`src/rtl/sample_spi_tx.sv`:
```
// SPI mode-0 master that serialises one audio sample per frame, MSB first.
// Define SPI_PARITY_EN to append an even-parity bit after the LSB.
module sample_spi_tx #(
  parameter int DATA_W  = 16,
  parameter int CLK_DIV = 4
) (
  input  logic              clk,
  input  logic              reset,
  input  logic              load,
  input  logic [DATA_W-1:0] sample,
  output logic              transmit,
  output logic              done,
  output logic              sclk,
  output logic              mosi,
  output logic              cs_n
);

`ifdef SPI_PARITY_EN
  localparam int NBITS = DATA_W + 1;
`else
  localparam int NBITS = DATA_W;
`endif
  localparam int CW = (CLK_DIV > 1) ? $clog2(CLK_DIV) : 1;
  localparam int BW = $clog2(NBITS + 1);
  localparam logic [CW-1:0] DIV_LAST = CW'(CLK_DIV - 1);
  localparam logic [BW-1:0] BIT_LAST = BW'(NBITS);

  localparam logic [1:0] IDLE  = 2'd0;
  localparam logic [1:0] SETUP = 2'd1;
  localparam logic [1:0] SHIFT = 2'd2;
  localparam logic [1:0] HOLD  = 2'd3;

  logic [1:0]       state;
  logic [CW-1:0]    div_cnt;
  logic [BW-1:0]    bit_cnt;
  logic [NBITS-1:0] shreg;
  logic [NBITS-1:0] load_word;
  logic             div_tc;

`ifdef SPI_PARITY_EN
  assign load_word = {sample, ^sample};
`else
  assign load_word = sample;
`endif

  assign div_tc = (div_cnt == DIV_LAST);

  // The same divider times SETUP, each half sclk period, and HOLD.
  always_ff @(posedge clk or negedge reset) begin
    if (!reset) begin
      state    <= IDLE;
      div_cnt  <= '0;
      bit_cnt  <= '0;
      shreg    <= '0;
      transmit <= 1'b0;
      done     <= 1'b0;
      sclk     <= 1'b0;
      mosi     <= 1'b0;
      cs_n     <= 1'b1;
    end else begin
      done <= 1'b0;
      case (state)
        IDLE: begin
          if (load) begin
            shreg    <= load_word;
            mosi     <= load_word[NBITS-1];
            cs_n     <= 1'b0;
            transmit <= 1'b1;
            div_cnt  <= '0;
            bit_cnt  <= '0;
            state    <= SETUP;
          end
        end
        SETUP: begin
          if (div_tc) begin
            div_cnt <= '0;
            state   <= SHIFT;
          end else begin
            div_cnt <= div_cnt + 1'b1;
          end
        end
        SHIFT: begin
          if (div_tc) begin
            div_cnt <= '0;
            sclk    <= ~sclk;
            if (!sclk) begin
              bit_cnt <= bit_cnt + 1'b1;
            end else if (bit_cnt == BIT_LAST) begin
              // Last falling edge: mosi keeps the final bit through HOLD.
              state <= HOLD;
            end else begin
              shreg <= {shreg[NBITS-2:0], 1'b0};
              mosi  <= shreg[NBITS-2];
            end
          end else begin
            div_cnt <= div_cnt + 1'b1;
          end
        end
        HOLD: begin
          if (div_tc) begin
            div_cnt  <= '0;
            state    <= IDLE;
            cs_n     <= 1'b1;
            transmit <= 1'b0;
            done     <= 1'b1;
            mosi     <= 1'b0;
          end else begin
            div_cnt <= div_cnt + 1'b1;
          end
        end
        default: begin
          state    <= IDLE;
          cs_n     <= 1'b1;
          transmit <= 1'b0;
          sclk     <= 1'b0;
          mosi     <= 1'b0;
        end
      endcase
    end
  end

endmodule

```
`config.mk`:
```
export PLATFORM = sky130hd
export DESIGN_NAME = sample_spi_tx
export DESIGN_NICKNAME = d
export VERILOG_FILES = /design/src/rtl/sample_spi_tx.sv
export SDC_FILE = /design/constraint.sdc
export NUM_CORES = 1
export LEC_CHECK = 0
export CORE_MARGIN = 4
export CORE_UTILIZATION = 55
export CTS_CLUSTER_DIAMETER = 150
export DETAILED_ROUTE_END_ITERATION = 16
export PLACE_DENSITY = 0.81
export REMOVE_ABC_BUFFERS = 1
export SKIP_CTS_REPAIR_TIMING = 1
export SYNTH_ARGS = -nofsm -noshare
export SYNTH_HDL_FRONTEND = slang
export SYNTH_SLANG_ARGS = --single-unit
```
`constraint.sdc`:
```
create_clock -name clk -period 2.7 [get_ports clk]
set_input_delay 0.405 -clock clk [delete_from_list [all_inputs] [get_ports clk]]
set_output_delay 0.405 -clock clk [all_outputs]
set_load 0.005 [all_outputs]
```
==> qor.csv, run 1 <==
stage,metric,value,unit
outcome,status,"finished, final reports clean",
floorplanning,coreArea,0.00276,sq mm
timing,worst_slew_pin_slew,0.939,ns
logic_synthesis,synth_cells,142,
routing,wl_per_cell,17.5,um
routing,vias_per_cell,6.10,
layout,fillCellCount,213,
clocking,clock-sinks,29,
grt,grt_pass1_wl,5.74,mm
grt,gr-usage-all-layers,21.2,%
min_path,hp-class,input port to asynchronous set/reset pin,
placement,portBuffers,23,
placement,place.gp.congestion,0.874,
floorplanning,dieArea,0.00380,sq mm
grt,grt_pass1_vias,1223,
floorplanning,rows,19,
timing,fmax,433,MHz
critical_path,r2r-end,shreg[8]$_DFFE_PN0P_,
layout,area_delta_synth_final,19.5,%
timing,tns,0,ns
timing,drv_slew,0,
critical_path,cp_top_family,simple AND/OR/NAND/NOR gates,
floorplanning,start_util,57.4,%
clocking,cts_tree,yes,
power_and_ir_drop,p_leak,0.756,nW
layout,fin_nets,197,
timing,min_period_over_period,85.6,%
clocking,insertion_delay,0.33,ns
critical_path,cp.required,2.92,ns
grt,grt_start_max_net_pins,30,
run,cap_violations,0,
placement,postPlaceCellArea,0.00183,sq mm
critical_path,crit_buf_inv,2,
routing,drt_iter0_markers,84,
timing,finalHoldViolCount,0,
logic_synthesis,synth_top_family_by_area,simple AND/OR/NAND/NOR gates,
clocking,clockBufferDepth,2,
critical_path,path_cells,inv_1 -> ha_1 -> buf_4 -> a21boi_0 -> nor2_1 -> nand4b_1 -> o221a_2,
critical_path,arrival,2.53,ns
timing,rsz0062_at_grt,false,
logic_synthesis,synth-edff-count,0,
logic_synthesis,async_flop_share,100,%
critical_path,reg2reg_depth,7,
clocking,root_buffer,clkbuf_4,
routing,vias,1227,
placement,place_hpwl,2.50,mm
critical_path,slowest_delay,0.74,ns
logic_synthesis,ys_seq_elements,29,
logic_synthesis,synth_xor_area_share,1.11,%
power_and_ir_drop,powerDensity,1030,mW/mm^2
layout,final_cell_mix,"28 x dfrtp_1, 23 x clkdlybuf4s50_1, 11 x nand4b_1",
layout,layout_commonest_cell,dfrtp_1,
routing,drtAntennaViolNets,0,
layout,diodes,0,
timing,finClkSkew,0.00785,ns
routing,drt-total-wl,3.52,mm
routing,remaining_drc_errors,0,
logic_synthesis,yosys_warnings,0,
logic_synthesis,ys_types,41,
floorplanning,ios,24,
routing,dr.pass1.iters,4,
timing,fin_crit,2.31,ns
critical_path,end_kind,flip-flop,
clocking,clk_pin_slew,0.09,ns
logic_synthesis,syn_area,0.00158,sq mm
logic_synthesis,synthMuxAreaShare,3.00,%
critical_path,ff2ff_setup_slack,0.39,ns
critical_path,criticalPathCategory,flip-flop to flip-flop,
power_and_ir_drop,ir_drop,0.796,mV
critical_path,critPathMaxFanout,14,
critical_path,worstReg2RegStart,state[0]$_DFFE_PN0P_,
timing,slew-limit-headroom,37.2,%
logic_synthesis,synth_compound_area_share,17.9,%
critical_path,worstSetupStartpointType,flip-flop,
logic_synthesis,post_synth_and_or_nand_nor_area_fraction,19.8,%
layout,final_area,0.00189,sq mm
logic_synthesis,ys.flop_type,dfrtp_1,
floorplanning,die_w,61.6,um
clocking,htreeDepth,2,
grt,antenna_found_initial,0,
timing,setup_viol,0,
grt,grt_overflow,0,
critical_path,critPathSlowestCell,nor2_1,
logic_synthesis,synth_area_per_cell,11.1,sq um
floorplanning,fp.dieH,61.6,um
layout,drive_above_1_share,14.1,%
logic_synthesis,synth_fa_ha_area_share,7.11,%
logic_synthesis,seq_area_frac_synth,45.9,%
clocking,cts_buffers,5,
-- stage by stage --
step	hold WS [ns]	setup slack (ns)	util, %	total power (W)	instances
after floorplan	0.109	0.299	-	0.00135	134
after CTS	0.449	0.440	68.6	0.00195	201
after global routing	0.465	0.290	68.6	0.00211	201
after detailed placement	0.503	0.444	66.5	0.00167	193
after global placement	0.490	0.505	66.5	0.00159	193
final	0.440	0.389	68.6	0.00194	201
-- logic make-up after synthesis --
kind of cell             Yosys count
buffers and inverters             15
AND/OR/NAND/NOR                   49
AO/OA/AOI/OAI                     34
multiplexers                       4
adder cells (fa/ha/maj)            9
flip-flops                        29
XOR/XNOR                           2
-- per-layer routing --
metal  vias up  part of all wire (%)  track usage [%]
li1        585                     -                -
met1       609                    44             25.9
met2        28                    50             35.4
met3         5                   4.8             5.87
met4         0                   1.6             8.18
met5         -                     0                0
-- power breakdown --
part / switching (W) / leakage, nW / internal (W)
registers: 0.000115 / 0.331 / 0.000599
clock network: 0.000148 / 0.0326 / 0.000128
logic: 0.000495 / 0.393 / 0.000454
-- cells in the mapped netlist (3+ instances only) --
master	instances	area (sq um)
o221a_2	5	56.3
ha_1	9	113
nand2_1	9	33.8
nand4b_1	11	96.3
a21oi_1	4	20.0
mux2_2	3	33.8
inv_1	7	26.3
nor2_1	7	26.3
clkbuf_1	4	15.0
a211oi_1	3	22.5
o221a_1	7	78.8
or4_1	3	22.5
o21ai_0	6	30.0
nand3_1	4	20.0
dfrtp_1	28	701
-- worst max path at each step --
stage | depth (start not counted) | end | slack [ns] | startpoint
2_1_floorplan | 6 | shreg[11]$_DFFE_PN0P_ | 0.30 | state[0]$_DFFE_PN0P_
3_3_place_gp | 5 | shreg[11]$_DFFE_PN0P_ | 0.50 | load
3_5_place_dp | 5 | mosi$_DFFE_PN0P_ | 0.44 | load
4_1_cts | 7 | shreg[8]$_DFFE_PN0P_ | 0.44 | state[0]$_DFFE_PN0P_
5_1_grt | 7 | shreg[8]$_DFFE_PN0P_ | 0.29 | state[0]$_DFFE_PN0P_
6_report | 7 | shreg[8]$_DFFE_PN0P_ | 0.39 | state[0]$_DFFE_PN0P_
-- sequential cells by signal, indices dropped and copies added (netlist names) --
signal    count
done          1
bit_cnt       5
state         2
transmit      1
cs_n          1
shreg        15
sclk          1
div_cnt       2
mosi          1
-- cell type report --
cell class | instances | area [sq um] | share of cell area, %
multi-input combinational | 98 | 773 | 40.9
sequential | 29 | 727 | 38.4
timing repair buffer | 28 | 268 | 14.2
clock buffer | 8 | 58.8 | 3.11
tap | 31 | 38.8 | 2.05
inverter | 7 | 26.3 | 1.39
-- worst reg2reg max path, delay by kind of cell, from the launching register on --
| family | cells | cell delay [ns] |
|---|---|---|
| and+or+nand+nor | 2 | 0.94 |
| DFF | 1 | 0.43 |
| AOI/OAI and AO/OA | 2 | 0.33 |
| buffers and inverters | 2 | 0.28 |
| adders and majority gates | 1 | 0.23 |
Power figures use the tool's default switching activity.
==> inputs of run 2 (changes only) <==
--- a/config.mk
+++ b/config.mk
@@ -12,2 +12,3 @@
 export PLACE_DENSITY = 0.81
+export RECOVER_POWER = 100
 export REMOVE_ABC_BUFFERS = 1
==> constraint.sdc (replaced) <==
create_clock -name clk -period 2.7 [get_ports clk]
set_input_delay 0.675 -clock clk [delete_from_list [all_inputs] [get_ports clk]]
set_output_delay 0.675 -clock clk [all_outputs]
set_load 0.005 [all_outputs]
==> run 2 against run 1 <==
The flow now finishes with violations (max-capacitance violations, max-slew violations). Clock skew increased by 0.0051 ns. Worst setup slack worse by 0.015 ns. Power down 3.3%. Design area shrank 0.86%. Final cell count is the same. Critical path depth fell by 2. Sequential power shrank 0.8%. Utilization is 0.59 points lower.
==> qor.csv, run 2 (same netlist as run 1, synthesis figures left out) <==
stage,metric,value,unit
outcome,status,finished with violations,
outcome,violations,"max-capacitance violations, max-slew violations",
min_path,hp-start,mosi$_DFFE_PN0P_,
timing,worst_slew_pin_slew,1.52,ns
clocking,clock-sinks,29,
critical_path,crit_start,load,
clocking,clk_pin_slew,0.09,ns
clocking,clockBufferDepth,2,
floorplanning,ios,24,
placement,place.gp.congestion,0.850,
layout,drive_above_1_share,11.2,%
timing,fin_crit,2.33,ns
critical_path,end_kind,flip-flop,
layout,layout_commonest_cell,dfrtp_1,
power_and_ir_drop,p_leak,0.749,nW
layout,final_cell_mix,"28 x dfrtp_1, 17 x clkdlybuf4s50_1, 11 x nand4b_1",
grt,grt_start_max_net_pins,30,
timing,finClkSkew,0.0129,ns
critical_path,critPathMaxFanout,14,
routing,wl_per_cell,16.2,um
timing,min_period_over_period,86.1,%
routing,vias,1222,
clocking,insertion_delay,0.32,ns
timing,fin_hold_ws,0.518,ns
critical_path,crit_buf_inv,1,
critical_path,worstSetupStartpointType,input port,
timing,slew-limit-headroom,-1.05,%
grt,gr-usage-all-layers,19.6,%
layout,ff_latch_area,727,sq um
routing,drt_iter0_markers,70,
placement,portBuffers,23,
clocking,cts_tree,yes,
floorplanning,coreArea,0.00276,sq mm
routing,remaining_drc_errors,0,
timing,setup_viol,0,
timing,tns,0,ns
floorplanning,die_w,61.6,um
floorplanning,rows,19,
power_and_ir_drop,ir_drop,0.894,mV
run,cap_violations,1,
layout,diodes,0,
min_path,hp-class,flip-flop to flip-flop,
clocking,root_buffer,clkbuf_4,
layout,fin_nets,197,
layout,reg_top3,"shreg x15, bit_cnt x5",
grt,grt_pass1_wl,5.43,mm
placement,place_hpwl,2.30,mm
critical_path,cp.required,2.91,ns
layout,largest-register,shreg,
power_and_ir_drop,p_comb_share,47.9,%
layout,fillCellCount,215,
layout,largest_reg_flops,15,
routing,drt-total-wl,3.25,mm
critical_path,cp_top_family,simple AND/OR/NAND/NOR gates,
power_and_ir_drop,netSwitchingFraction,38.5,%
critical_path,critPathSlowestCell,nor2_1,
critical_path,worstReg2RegStart,state[0]$_DFFE_PN0P_,
grt,grt_pass1_vias,1228,
critical_path,slowest_delay,0.72,ns
floorplanning,start_util,57.4,%
floorplanning,dieArea,0.00380,sq mm
layout,multi_input_area,764,sq um
timing,drv_slew,30,
routing,dr.pass1.iters,4,
critical_path,criticalPathCategory,input port to flip-flop,
layout,area_delta_synth_final,18.5,%
critical_path,arrival,2.53,ns
power_and_ir_drop,power_frac_clock,14.3,%
power_and_ir_drop,p_switching,0.000722,W
power_and_ir_drop,p_int,0.00115,W
clocking,htreeDepth,2,
critical_path,path_cells,dlygate4sd3_1 -> mux2i_1 -> nor2_1 -> nand4_1 -> o221a_1,
timing,finalHoldViolCount,0,
timing,fmax,430,MHz
grt,antenna_found_initial,0,
power_and_ir_drop,powerDensity,1000,mW/mm^2
power_and_ir_drop,pwr-share-seq,37.8,%
routing,drtAntennaViolNets,0,
timing,rsz0062_at_grt,false,
routing,vias_per_cell,6.08,
floorplanning,fp.dieH,61.6,um
grt,grt_overflow,0,
clocking,cts_buffers,5,
==> run 2: changes by cell type in the layout (fill, tap and decap cells not counted), sizes merged <==
cell	change
clkdlybuf4s50	-6
dlygate4sd3	+6
clkbuf	+2
buf	-2
==> run 2: per-layer routing <==
metal | vias up | GRT usage, % | wire length, um
li1 | 588 | - | -
met1 | 600 | 25.9 | 1480
met2 | 28 | 30.0 | 1550
met3 | 6 | 6.29 | 172
met4 | 0 | 7.27 | 42
met5 | - | 0 | 0
==> run 2: area by class of cell <==
class,instances,share of cell area [%]
Clock buffer,8,3.14
Inverter,7,1.40
Multi-Input combinational cell,98,40.8
Sequential cell,29,38.8
Tap cell,31,2.07
Timing Repair Buffer,28,13.9
==> run 2: worst paths after layout <==
check / to / slack, ns / cells past startpoint
min reg2reg: mosi$_DFFE_PN0P_ / 0.52 / 1
max in group asynchronous: state[0]$_DFFE_PN0P_ / 0.55 / 2
max reg2reg: shreg[1]$_DFFE_PN0P_ / 0.48 / 7
min: mosi$_DFFE_PN0P_ / 0.52 / 1
min in group asynchronous: shreg[7]$_DFFE_PN0P_ / 1.24 / 2
max: shreg[1]$_DFFE_PN0P_ / 0.37 / 5
==> run 2: power by group through the flow <==
stage / Clock, W / Sequential, W / Combinational, W
2_1_floorplan: 0 / 0.000687 / 0.000659
3_3_place_gp: 0 / 0.000704 / 0.000890
3_5_place_dp: 0 / 0.000711 / 0.000934
4_1_cts: 0.000276 / 0.000708 / 0.000934
5_1_grt: 0.000296 / 0.000728 / 0.00101
6_report: 0.000268 / 0.000708 / 0.000898
==> run 2: through the flow <==
stage               util (%)  area (sq um)  worst slack (ns)  power, W  cells
floorplan                  -          1530             0.299   0.00135    134
global placement        66.5          1830             0.235   0.00159    193
detailed placement      66.5          1830             0.196   0.00165    193
CTS                     68.6          1890             0.475   0.00192    201
global route            68.0          1880             0.221   0.00203    201
finish                  68.0          1880             0.374   0.00187    201
==> inputs of run 3 (changes only) <==
CORE_UTILIZATION = 48   (was 55)
GPL_TIMING_DRIVEN = 0   (was not set)
PLACE_DENSITY = 0.75   (was 0.81)
clock period = 2.1 ns   (was 2.7 ns; I/O delays follow)
==> run 3 against run 2 <==
The run still ends with max-capacitance violations, max-slew violations left. Clock power grew 30%. Clock skew fell by 0.0059 ns. Final cell count rose by 5.5%. Global-route usage shrank 3.6 points. Critical endpoint is now shreg[11]$_DFFE_PN0P_. Wire length rose by 0.40%. Via count is the same. Design area up 3.1%. Sequential cell count unchanged. Register-to-register slack worse by 0.40 ns. Sequential power rose by 29%. Count of clock-buffer cells in the layout did not move.
==> qor.csv, run 3 (same netlist as run 1, synthesis figures left out) <==
stage,metric,value,unit
clocking,clockBufferDepth,2,
layout,final_cell_count_no_fill,212,
timing,fin_hold_ws,0.512,ns
placement,place.gp.congestion,0.719,
critical_path,ff2ff_setup_slack,0.08,ns
timing,slew-limit-headroom,-3.29,%
layout,multi_input_area,816,sq um
power_and_ir_drop,p_total,0.00259,W
layout,reg_top3,"shreg x15, bit_cnt x5",
power_and_ir_drop,ir_drop,0.625,mV
layout,layout_commonest_cell,dfrtp_1,
floorplanning,fp.dieH,65.4,um
routing,drt_iter0_markers,57,
critical_path,critPathMaxFanout,14,
outcome,status,finished with violations,
clocking,cts_buffers,5,
timing,worst_slew_pin_slew,1.55,ns
layout,final_cell_mix,"28 x dfrtp_1, 22 x clkdlybuf4s50_1, 11 x nand4b_1",
routing,remaining_drc_errors,0,
grt,grt_start_max_net_pins,35,
clocking,root_buffer,clkbuf_4,
critical_path,worstSetupStartpointType,flip-flop,
critical_path,worstReg2RegStart,state[1]$_DFFE_PN0P_,
grt,grt_overflow,0,
power_and_ir_drop,powerDensity,1340,mW/mm^2
critical_path,crit_buf_inv,1,
clocking,htreeDepth,2,
grt,grt_pass1_vias,1146,
run,cap_violations,1,
placement,place_inst,201,
min_path,min_path_cells,1,
floorplanning,dieArea,0.00428,sq mm
outcome,violations,"max-capacitance violations, max-slew violations",
routing,vias_per_cell,5.76,
clocking,clock-sinks,29,
min_path,hp-start,mosi$_DFFE_PN0P_,
clocking,insertion_delay,0.32,ns
grt,antenna_found_initial,0,
critical_path,r2r-end,shreg[11]$_DFFE_PN0P_,
placement,place_hpwl,2.15,mm
power_and_ir_drop,p_leak,0.749,nW
routing,vias,1222,
layout,largest_reg_flops,15,
grt,gr-usage-all-layers,15.9,%
timing,fin_crit,2.02,ns
min_path,hp-class,flip-flop to flip-flop,
grt,grt_pass1_wl,5.19,mm
placement,portBuffers,23,
floorplanning,ios,24,
timing,finalHoldViolCount,0,
critical_path,critPathSlowestCell,mux2i_2,
layout,largest-register,shreg,
clocking,clk_pin_slew,0.08,ns
critical_path,arrival,2.27,ns
timing,fmax,495,MHz
critical_path,path_cells,inv_1 -> ha_1 -> mux2i_2 -> nor2_4 -> and4b_1 -> nor3_2,
timing,min_period_over_period,96.1,%
timing,rsz0062_at_grt,true,
critical_path,slowest_delay,0.49,ns
floorplanning,coreArea,0.00310,sq mm
floorplanning,rows,20,
clocking,cts_tree,yes,
routing,drt-total-wl,3.26,mm
min_path,holdPathEnd,mosi$_DFFE_PN0P_,
layout,drive_above_1_share,16.7,%
critical_path,cp_top_family,simple AND/OR/NAND/NOR gates,
layout,fin_nets,195,
layout,ff_latch_area,727,sq um
layout,diodes,0,
floorplanning,start_util,51.0,%
timing,finClkSkew,0.00699,ns
critical_path,criticalPathCategory,flip-flop to flip-flop,
routing,wl_per_cell,15.4,um
timing,drv_slew,30,
layout,fillCellCount,286,
layout,post-route-util,62.3,%
critical_path,cp.required,2.35,ns
routing,dr.pass1.iters,4,
routing,drtAntennaViolNets,0,
floorplanning,die_w,65.4,um
critical_path,reg2reg_depth,6,
timing,setup_viol,0,
layout,area_delta_synth_final,22.1,%
critical_path,end_kind,flip-flop,
[run 3: worst register-to-register path, delay by kind of cell (launching register included)]
| family | cells | cell delay [ns] |
|---|---|---|
| adder cells (fa/ha/maj) | 1 | 0.28 |
| flip-flops | 1 | 0.45 |
| AND/OR/NAND/NOR | 3 | 0.57 |
| buffers and inverters | 1 | 0.16 |
| multiplexers | 1 | 0.50 |
[run 3: power by group]
part | internal (W) | switching [W] | total (W)
Clock | 0.000165 | 0.000183 | 0.000348
Sequential | 0.000770 | 0.000141 | 0.000912
Combinational | 0.000642 | 0.000686 | 0.00133
[run 3: layout make-up]
| cell class | count | share of cell area (%) |
|---|---|---|
| multi-input combinational | 98 | 42.2 |
| sequential | 29 | 37.6 |
| timing repair buffer | 26 | 12.9 |
| clock buffer | 8 | 3.04 |
| tap | 44 | 2.85 |
| inverter | 7 | 1.36 |
[run 3: worst max path at each step]
stage	start	to	slack [ns]	cells past startpoint
2_1_floorplan	state[0]$_DFFE_PN0P_	shreg[11]$_DFFE_PN0P_	-0.30	6
3_3_place_gp	state[0]$_DFFE_PN0P_	shreg[1]$_DFFE_PN0P_	-0.91	6
3_5_place_dp	state[0]$_DFFE_PN0P_	shreg[5]$_DFFE_PN0P_	-0.97	5
4_1_cts	state[0]$_DFFE_PN0P_	shreg[5]$_DFFE_PN0P_	-1.0	5
5_1_grt	state[0]$_DFFE_PN0P_	shreg[11]$_DFFE_PN0P_	-0.03	6
6_report	state[1]$_DFFE_PN0P_	shreg[11]$_DFFE_PN0P_	0.08	6
[run 3: per-layer routing]
layer / GRT usage [%] / wire length [um] / part of all wire, %
met5: 0 / 0 / 0
met4: 5.44 / 42 / 1.3
met3: 5.64 / 148 / 4.5
met2: 25.4 / 1540 / 47
met1: 20.0 / 1530 / 47
[run 3: through the flow]
stage / setup WS, ns / area, sq um / TNS (ns)
final: 0.0816 / 1930 / 0
after global routing: -0.0284 / 1930 / -0.0284
after CTS: -0.998 / 1870 / -17.41
after detailed placement: -0.966 / 1810 / -17.08
after global placement: -0.908 / 1810 / -15.53
after floorplan: -0.301 / 1530 / -4.31
